`src/rtl/thcattus_uart_tx_arbiter_if.sv`:
```
// AXI-Stream bundle between NUM_SRC requesters, the TX arbiter and the UART TX,
// plus the arbiter's grant/status outputs.
interface thcattus_uart_tx_arbiter_if #(
  parameter int NUM_SRC    = 4,
  parameter int DATA_WIDTH = 4
);
  localparam int ID_W = $clog2(NUM_SRC);
  localparam int DW   = DATA_WIDTH * 8;

  logic [NUM_SRC-1:0]    s_axis_tvalid;
  logic [NUM_SRC-1:0]    s_axis_tready;
  logic [NUM_SRC*DW-1:0] s_axis_tdata;
  logic [NUM_SRC-1:0]    s_axis_tlast;
  logic                  m_axis_tvalid;
  logic                  m_axis_tready;
  logic [DW-1:0]         m_axis_tdata;
  logic                  grant_active;
  logic [ID_W-1:0]       grant_id;
  logic                  timeout_pulse;

  // arbiter side: masters the stream toward the UART TX
  modport master (
    input  s_axis_tvalid, s_axis_tdata, s_axis_tlast, m_axis_tready,
    output s_axis_tready, m_axis_tvalid, m_axis_tdata,
           grant_active, grant_id, timeout_pulse
  );

  // environment side: requesters, UART TX and status observers
  modport slave (
    output s_axis_tvalid, s_axis_tdata, s_axis_tlast, m_axis_tready,
    input  s_axis_tready, m_axis_tvalid, m_axis_tdata,
           grant_active, grant_id, timeout_pulse
  );
endinterface

```
`src/rtl/thcattus_uart_tx_arbiter.sv`:
```
// Round-robin, message-locked arbiter sharing one UART TX stream among NUM_SRC
// sources, with a watchdog that frees a lock whose source stalls mid-message.
module thcattus_uart_tx_arbiter_lane #(
  parameter int DW = 32
) (
  input  logic          sel,
  input  logic          s_tvalid,
  input  logic          s_tlast,
  input  logic [DW-1:0] s_tdata,
  input  logic          m_tready,
  output logic          s_tready,
  output logic          q_tvalid,
  output logic          q_tlast,
  output logic [DW-1:0] q_tdata
);
  // masked per-source view; the top OR-reduces these into the single output
  assign s_tready = sel & m_tready;
  assign q_tvalid = sel & s_tvalid;
  assign q_tlast  = sel & s_tlast;
  assign q_tdata  = sel ? s_tdata : '0;
endmodule

module thcattus_uart_tx_arbiter #(
  parameter int NUM_SRC      = 4,
  parameter int DATA_WIDTH   = 4,
  parameter int LOCK_TIMEOUT = 65536
) (
  input  logic                        axis_aclk,
  input  logic                        axis_areset,
  thcattus_uart_tx_arbiter_if.master  bus
);
  localparam int ID_W  = $clog2(NUM_SRC);
  localparam int DW    = DATA_WIDTH * 8;
  localparam int CNT_W = (LOCK_TIMEOUT > 1) ? $clog2(LOCK_TIMEOUT + 1) : 1;
  localparam logic [CNT_W-1:0] CNT_LIM = CNT_W'((LOCK_TIMEOUT > 0) ? LOCK_TIMEOUT - 1 : 0);

  typedef enum logic {IDLE, LOCKED} state_t;

  state_t                     state, state_nxt;
  logic [ID_W-1:0]            grant_id, last_grant, win;
  logic                       win_vld;
  logic [CNT_W-1:0]           wd_cnt;
  logic                       timeout_pulse;
  logic [NUM_SRC-1:0]         sel, q_tvalid, q_tlast;
  logic [NUM_SRC-1:0][DW-1:0] s_data, q_tdata;
  logic [DW-1:0]              m_data;
  logic                       m_tvalid, g_tlast, beat, end_msg, wd_hit;

  for (genvar k = 0; k < NUM_SRC; k++) begin : g_lane
    assign s_data[k] = bus.s_axis_tdata[k*DW +: DW];
    assign sel[k]    = (state == LOCKED) && (grant_id == ID_W'(k));
    thcattus_uart_tx_arbiter_lane #(.DW(DW)) u_lane (
      .sel      (sel[k]),
      .s_tvalid (bus.s_axis_tvalid[k]),
      .s_tlast  (bus.s_axis_tlast[k]),
      .s_tdata  (s_data[k]),
      .m_tready (bus.m_axis_tready),
      .s_tready (bus.s_axis_tready[k]),
      .q_tvalid (q_tvalid[k]),
      .q_tlast  (q_tlast[k]),
      .q_tdata  (q_tdata[k])
    );
  end

  always_comb begin
    m_data = '0;
    for (int k = 0; k < NUM_SRC; k++) m_data = m_data | q_tdata[k];
  end

  assign m_tvalid = |q_tvalid;
  assign g_tlast  = |q_tlast;
  assign beat     = m_tvalid & bus.m_axis_tready;
  assign end_msg  = beat & g_tlast;
  // a beat in the limit cycle always wins over the watchdog
  assign wd_hit   = (LOCK_TIMEOUT != 0) && (state == LOCKED) && (wd_cnt == CNT_LIM) && !beat;

  // round-robin search starting just above the last released source
  always_comb begin
    logic [ID_W:0] idx;
    win     = '0;
    win_vld = 1'b0;
    idx     = '0;
    for (int i = 1; i <= NUM_SRC; i++) begin
      idx = {1'b0, last_grant} + (ID_W+1)'(i);
      if (idx >= (ID_W+1)'(NUM_SRC)) idx = idx - (ID_W+1)'(NUM_SRC);
      if (!win_vld && bus.s_axis_tvalid[idx[ID_W-1:0]]) begin
        win_vld = 1'b1;
        win     = idx[ID_W-1:0];
      end
    end
  end

  always_comb begin
    state_nxt = state;
    case (state)
      IDLE:    if (win_vld)          state_nxt = LOCKED;
      LOCKED:  if (end_msg || wd_hit) state_nxt = IDLE;
      default:                       state_nxt = IDLE;
    endcase
  end

  always_ff @(posedge axis_aclk or posedge axis_areset) begin
    if (axis_areset) begin
      state         <= IDLE;
      grant_id      <= '0;
      last_grant    <= ID_W'(NUM_SRC - 1);
      wd_cnt        <= '0;
      timeout_pulse <= 1'b0;
    end else begin
      state         <= state_nxt;
      timeout_pulse <= wd_hit;
      if (state == IDLE && win_vld) grant_id <= win;
      if (state == LOCKED && state_nxt == IDLE) last_grant <= grant_id;
      if (state == IDLE || beat)    wd_cnt <= '0;
      else if (wd_cnt != '1)        wd_cnt <= wd_cnt + 1'b1;
    end
  end

  assign bus.m_axis_tvalid = m_tvalid;
  assign bus.m_axis_tdata  = m_data;
  assign bus.grant_active  = (state == LOCKED);
  assign bus.grant_id      = grant_id;
  assign bus.timeout_pulse = timeout_pulse;
endmodule
```
`src/flat_wrapper.sv`:
```
// flat-port wrapper written by rule: the top's interface ports become plain ports
module thcattus_uart_tx_arbiter_flat 
#(
  parameter int NUM_SRC      = 4,
  parameter int DATA_WIDTH   = 4,
  parameter int LOCK_TIMEOUT = 65536
)
  (axis_aclk, axis_areset, bus_s_axis_tvalid, bus_s_axis_tdata, bus_s_axis_tlast, bus_m_axis_tready, bus_s_axis_tready, bus_m_axis_tvalid, bus_m_axis_tdata, bus_grant_active, bus_grant_id, bus_timeout_pulse);
  thcattus_uart_tx_arbiter_if #(.NUM_SRC(NUM_SRC), .DATA_WIDTH(DATA_WIDTH)) bus_i ();
  input  logic axis_aclk;
  input  logic axis_areset;
  input wire logic [$bits(bus_i.s_axis_tvalid)-1:0] bus_s_axis_tvalid;
  input wire logic [$bits(bus_i.s_axis_tdata)-1:0] bus_s_axis_tdata;
  input wire logic [$bits(bus_i.s_axis_tlast)-1:0] bus_s_axis_tlast;
  input wire logic [$bits(bus_i.m_axis_tready)-1:0] bus_m_axis_tready;
  output wire logic [$bits(bus_i.s_axis_tready)-1:0] bus_s_axis_tready;
  output wire logic [$bits(bus_i.m_axis_tvalid)-1:0] bus_m_axis_tvalid;
  output wire logic [$bits(bus_i.m_axis_tdata)-1:0] bus_m_axis_tdata;
  output wire logic [$bits(bus_i.grant_active)-1:0] bus_grant_active;
  output wire logic [$bits(bus_i.grant_id)-1:0] bus_grant_id;
  output wire logic [$bits(bus_i.timeout_pulse)-1:0] bus_timeout_pulse;
  assign bus_i.s_axis_tvalid = bus_s_axis_tvalid;
  assign bus_i.s_axis_tdata = bus_s_axis_tdata;
  assign bus_i.s_axis_tlast = bus_s_axis_tlast;
  assign bus_i.m_axis_tready = bus_m_axis_tready;
  assign bus_s_axis_tready = bus_i.s_axis_tready;
  assign bus_m_axis_tvalid = bus_i.m_axis_tvalid;
  assign bus_m_axis_tdata = bus_i.m_axis_tdata;
  assign bus_grant_active = bus_i.grant_active;
  assign bus_grant_id = bus_i.grant_id;
  assign bus_timeout_pulse = bus_i.timeout_pulse;
  thcattus_uart_tx_arbiter #(.NUM_SRC(NUM_SRC), .DATA_WIDTH(DATA_WIDTH), .LOCK_TIMEOUT(LOCK_TIMEOUT)) u_core (.axis_aclk(axis_aclk), .axis_areset(axis_areset), .bus(bus_i));
endmodule
```
`config.mk`:
```
export PLATFORM = sky130hd
export DESIGN_NAME = thcattus_uart_tx_arbiter_flat
export DESIGN_NICKNAME = d
export VERILOG_FILES = /design/src/rtl/thcattus_uart_tx_arbiter_if.sv /design/src/rtl/thcattus_uart_tx_arbiter.sv /design/src/flat_wrapper.sv
export SDC_FILE = /design/constraint.sdc
export NUM_CORES = 1
export LEC_CHECK = 0
export BUFFER_PORTS_ARGS = -buffer_cell sky130_fd_sc_hd__buf_4
export CAP_MARGIN = 20
export CORE_MARGIN = 3
export CORE_UTILIZATION = 25
export DETAILED_ROUTE_END_ITERATION = 10
export PLACE_DENSITY = 0.61
export SETUP_SLACK_MARGIN = 0.1
export SYNTH_ARGS = -nofsm -noshare
export SYNTH_HDL_FRONTEND = slang
export SYNTH_SLANG_ARGS = --single-unit
```
`constraint.sdc`:
```
create_clock -name axis_aclk -period 2.3 [get_ports axis_aclk]
set_input_delay 0.23 -clock axis_aclk [delete_from_list [all_inputs] [get_ports axis_aclk]]
set_output_delay 0.23 -clock axis_aclk [all_outputs]
set_load 0.1 [all_outputs]
```
* Word-level counts from Yosys, hierarchy flattened
Index checks and enable logic that the tools add are counted.
Storage, ports and cells: register bits after elaboration 23, input bits 139, output and inout port bits 41, logic and storage cells 96
Operators by class: add/sub/neg operators 9, $lt $le $gt $ge 8, equality and inequality tests 5, multiplexer cells 29, bitwise operators 19, reduce and logical (&&, ||, !) cells 21
Operators by type and width (number):
- 32-bit two-way mux | 4
- 32-bit bitwise OR | 3
- 17-bit two-way mux | 2
- 17-bit by 1-bit adder with 17-bit output, second input constant | 1
- 17-bit by 16-bit == test with 1-bit output, second input constant | 1
- 17-bit inequality test, second input constant | 1
- 2-bit two-way mux | 8
- 1-bit AND | 14
- 3-bit greater-or-equal comparator, second input constant | 4
- 2-bit by 3-bit less-than comparator with 1-bit output, second input constant | 4
- 1-bit logical AND | 11
- 1-bit two-way mux | 10
- 1-bit binary-select mux with 2-bit select | 4
- 4-bit OR reduction | 2
- 2-bit by 1-bit subtractor with 2-bit output, second input constant | 4
- 2-bit by 2-bit adder with 3-bit output, second input constant | 2
- 2-bit == test, second input constant | 2
- 1-bit logical NOT | 4
- 2-bit by 1-bit adder with 3-bit output, second input constant | 1
- 2-bit by 3-bit adder with 3-bit output, second input constant | 1
- 2-bit by 1-bit == test with 1-bit output, second input constant | 1
- 2-bit logical NOT | 1
- 1-bit logical OR | 2
- 1-bit NOT | 2
- other kinds (2) | 2

* Depth between registers and ports, before layout
depth in word-level cells 19, gate-level depth with buffers 9, depth with buffers taken out 8

* Hierarchy
From an unflattened synthesis, not the netlist that was laid out.
Second synthesis, totals: cells, all modules 315, area total of the unflattened synthesis 2630.0 um2
By module, submodules not included:
- thcattus_uart_tx_arbiter | times used 1, cells each 163, area an instance 1519.0 um2
- thcattus_uart_tx_arbiter_lane | times used 4, cells each 38, area an instance 277.8 um2

* Worst setup path before layout
Ideal clock, no wire load.
kind reg-to-output, from register u_core.grant_id[0] (netlist: u_core.bus.grant_id[0]), to output bus_m_axis_tvalid, arrival time 3.541 ns, setup slack -1.471 ns, cell stages (with the launch flop) 4, buffers on the path 1, path through dfrtp_1 -> buf_2 -> mux2i_1 -> o21ai_0
Between the ends: word-level cells in the longest chain between the ends 4
Ends and longest elaborated chain:
- start: declaration | line thcattus_uart_tx_arbiter.sv:40 | logic [ID_W-1:0] grant_id, last_grant, win;
- start signal: assignment | line thcattus_uart_tx_arbiter.sv:112 | if (state == IDLE && win_vld) grant_id <= win;
- 2-bit == test, or another cell as far along | line thcattus_uart_tx_arbiter.sv:51 | assign sel[k] = (state == LOCKED) && (grant_id == ID_W'(k));
- 1-bit logical AND | line thcattus_uart_tx_arbiter.sv:51
- 1-bit AND | line thcattus_uart_tx_arbiter.sv:18 | assign q_tvalid = sel & s_tvalid;
- 4-bit OR reduction (*) | line thcattus_uart_tx_arbiter.sv:70 | assign m_tvalid = |q_tvalid;
- end: declaration | line flat_wrapper.sv:17 | output wire logic [$bits(bus_i.m_axis_tvalid)-1:0] bus_m_axis_tvalid;
Every way passes the cells marked *; elsewhere a longest branch is shown, timed or not.

* Final worst setup path
from register u_core.grant_id[0] (netlist: u_core.bus.grant_id[0]), to output bus_m_axis_tdata[24]
Between the ends: word-level cells in the longest chain between the ends 6
Ends and longest elaborated chain:
- 2-bit by 1-bit == test with 1-bit output / 2-bit logical NOT (equally long branches) | line thcattus_uart_tx_arbiter.sv:51
- 1-bit logical AND | line thcattus_uart_tx_arbiter.sv:51
- 32-bit two-way mux | line thcattus_uart_tx_arbiter.sv:20 | assign q_tdata = sel ? s_tdata : '0;
- 32-bit bitwise OR (2 in a row) | line thcattus_uart_tx_arbiter.sv:67 | for (int k = 0; k < NUM_SRC; k++) m_data = m_data | q_tdata[k];
- 32-bit bitwise OR (*) | line thcattus_uart_tx_arbiter.sv:67
- end: declaration | line flat_wrapper.sv:18 | output wire logic [$bits(bus_i.m_axis_tdata)-1:0] bus_m_axis_tdata;
Marked as above.

==> metrics <==
Post-synth top cells=64 x a22oi_1, 41 x nand2_1, 23 x nor2_1; CP max FO=33; die width=98.2 µm; design area=4640 µm²; buffers plus inverters on the worst setup path=3; final setup fails=0; CTS Buf Count=3; io pins=180; RePlAce Congestion=0.950; hold-fix buffers at CTS=0; Syn Std Cell Area=2120 µm²; max_cap viols=0; number of remaining DRC errors=0; syn_nets=415; number of synthesized flops with an enable pin=0; first-pass GRT wire length=16.0 mm; Slew @ Worst Pin=835 ps; layout cell share with drive strength beyond 1=0.648; nets@finish=598; vias in the first global route=2720; outcome=finished, final reports clean; Synth Instances=273; reg2reg end=u_core.wd_cnt[13]$_DFFE_PP0P_; Routed WL per cell=20.4 µm; GRT Overall Usage=0.207; dpl hpwl=7.97 mm; Reg2Reg Depth=8; htree depth=1; Critical Path Source=u_core.bus.grant_id[0]$_DFFE_PP0P_; Worst-path clk slew=80 ps; Final Hold Fails=0; Cell variety after synth=43; Setup crit start kind=register; CTS Buffer Depth=2; Crit. End Element=output port; Max transition margin=0.443; number of synthesis warnings=0; drt via density=5.13; worst setup path category=reg -> out; cell family with most CP delay=buffers and inverters; area grow syn2layout=119%; Area after DPL=3880 µm²; # port buffers=179; Final Max Tran Viols=0; RSZ-0062 raised after global routing=true; most frequent cell after synthesis=a22oi_1; DIE AREA=9640 µm²; Initial Utilization=0.266; CTS tree=built; CTS Sinks=23; Synth async-reset ratio=1.00; drt first-iter violations=136; crit-path cells=buf_4 -> and3_1 -> buf_12 -> a22oi_1 -> nand2_4 -> buf_8; Max stage delay cell, worst path=dfrtp_4; CP arrival=1950 ps; share of the synthesized area in the top cell type=0.247; Worst Clk Skew=6.73 ps; Via Count=2865; antenna violations before repair=1; # rows=32; slowest stage delay, CP=520 ps; worst skew pair latency=260 ps; Area contributors post-synth=dfrtp_1 25%, a22oi_1 23%, nand2_1 7.2%, xnor2_1 4.1%, nor2_1 4.1%; critical path depth=6; final period utilization=0.950; flop-to-flop setup slack=170 ps; register bit total from synthesis=23; sequential element share of the synthesized area=0.272; Remaining Overflow, GRT=0; Primary FF master, synth=dfrtp_1; Tmin final=2180 ps; Mean Syn Cell Area=7.78 µm²; Synth area leader=dfrtp_1; Die Ht=98.2 µm; type of the worst min-delay path=in -> async; Peak Freq=0.458 GHz; largest net degree at the start of global routing=34; WL final=11.4 mm; worst setup path endpoint=bus_m_axis_tdata[24]; worst flop-to-flop path startpoint=u_core.wd_cnt[0]$_DFFE_PP0P_; Root Driver=clkbuf_8; DRT antenna net count=0; Core Area=7970 µm²; Crit path required time=2070 ps; Pre-antenna DRT Iters=6
==> layout by cell type, fill, tap and decap left out, drive strengths merged, types with 3 or more instances in the layout <==
cell,netlist,final
nand4,4,4
nand3,8,8
xor2,3,3
a21oi,5,5
nand2,41,41
a22oi,64,64
buf,13,200
nand2b,3,3
mux2i,3,3
nor4,5,5
and2,3,3
nor2b,3,3
inv,9,9
nor2,23,24
or3,4,4
ha,3,3
nand3b,3,3
clkbuf,13,7
xnor2,10,10
dfrtp,21,21
nor3,4,4
o21ai,6,6
==> cell type report <==
class                           count  area (µm²)
Clock buffer                        4        45.0
Fill cell                         686        3330
Inverter                            9        33.8
Timing Repair Buffer              203        1970
Antenna cell                        1        2.50
Multi-Input combinational cell    216        1870
Sequential cell                    23         589
Tap cell                          102         128
==> how the worst min path moves through the flow <==
| stage | startpoint | to | slack, ps | cells after the start |
|---|---|---|---|---|
| 4_1_cts | axis_areset | u_core.wd_cnt[0]$_DFFE_PP0P_ | 170 | 2 |
| 6_report | axis_areset | u_core.wd_cnt[0]$_DFFE_PP0P_ | 130 | 2 |
| 5_1_grt | axis_areset | u_core.wd_cnt[7]$_DFFE_PP0P_ | 210 | 2 |
| 3_5_place_dp | axis_areset | u_core.wd_cnt[1]$_DFFE_PP0P_ | 460 | 2 |
| 2_1_floorplan | axis_areset | u_core.bus.grant_active$_DFF_PP0_ | 230 | 1 |
| 3_3_place_gp | axis_areset | u_core.wd_cnt[1]$_DFFE_PP0P_ | 460 | 2 |
==> cell families (layout without fill, tap and decap cells) <==
group	count (synthesis)	count (layout)	share of synthesized area
AND/OR/NAND/NOR	109	110	0.256
adder cells (fa/ha/maj)	3	3	0.0177
buffers and inverters	35	216	0.0772
AO/OA/AOI/OAI	85	85	0.293
other	0	1	0
multiplexers	5	5	0.0301
flip-flops	23	23	0.272
XOR/XNOR	13	13	0.0536
==> stage by stage <==
step           instances  setup WS, ps  hold WS (ps)  utilization  setup TNS [ps]
6_report             558           116           130        0.582               0
3_3_place_gp         540         -39.5           457        0.487           -62.5
5_1_grt              558          57.6           208        0.582               0
3_5_place_dp         540         -56.2           456        0.487            -136
2_1_floorplan        273          99.8           231            -               0
4_1_cts              546          86.3           167        0.538               0
==> worst register-to-register path, delay by kind of cell, from the launching register on <==
kind	cells	cell delay (ps)
DFF	1	430
AOI/OAI and AO/OA	1	140
and+or+nand+nor	5	1100
adders and majority gates	2	380
==> per-layer routing <==
layer,vias up,GRT usage,wire (µm)
met5,-,0,0
met4,0,0.0620,220
met3,12,0.0343,682
met2,105,0.359,5980
met1,1373,0.263,4520
li1,1375,-,-
==> flip-flops by register name, indices dropped and copies added (netlist names) <==
name / flops
u_core.wd_cnt: 17
u_core.bus.grant_id: 2
u_core.last_grant: 2
u_core.bus.grant_active: 1
u_core.bus.timeout_pulse: 1
==> repair_timing <==
action                     in CTS  in global routing
pin swaps                       3                  7
resized for setup              80                 53
gates cloned                    2                  3
setup buffers                   0                  8
setup endpoints to repair      33                 37
Power is left out: the tool's default activity adds up to more than one toggle a clock period on the data nets, which glitch-free logic cannot reach.
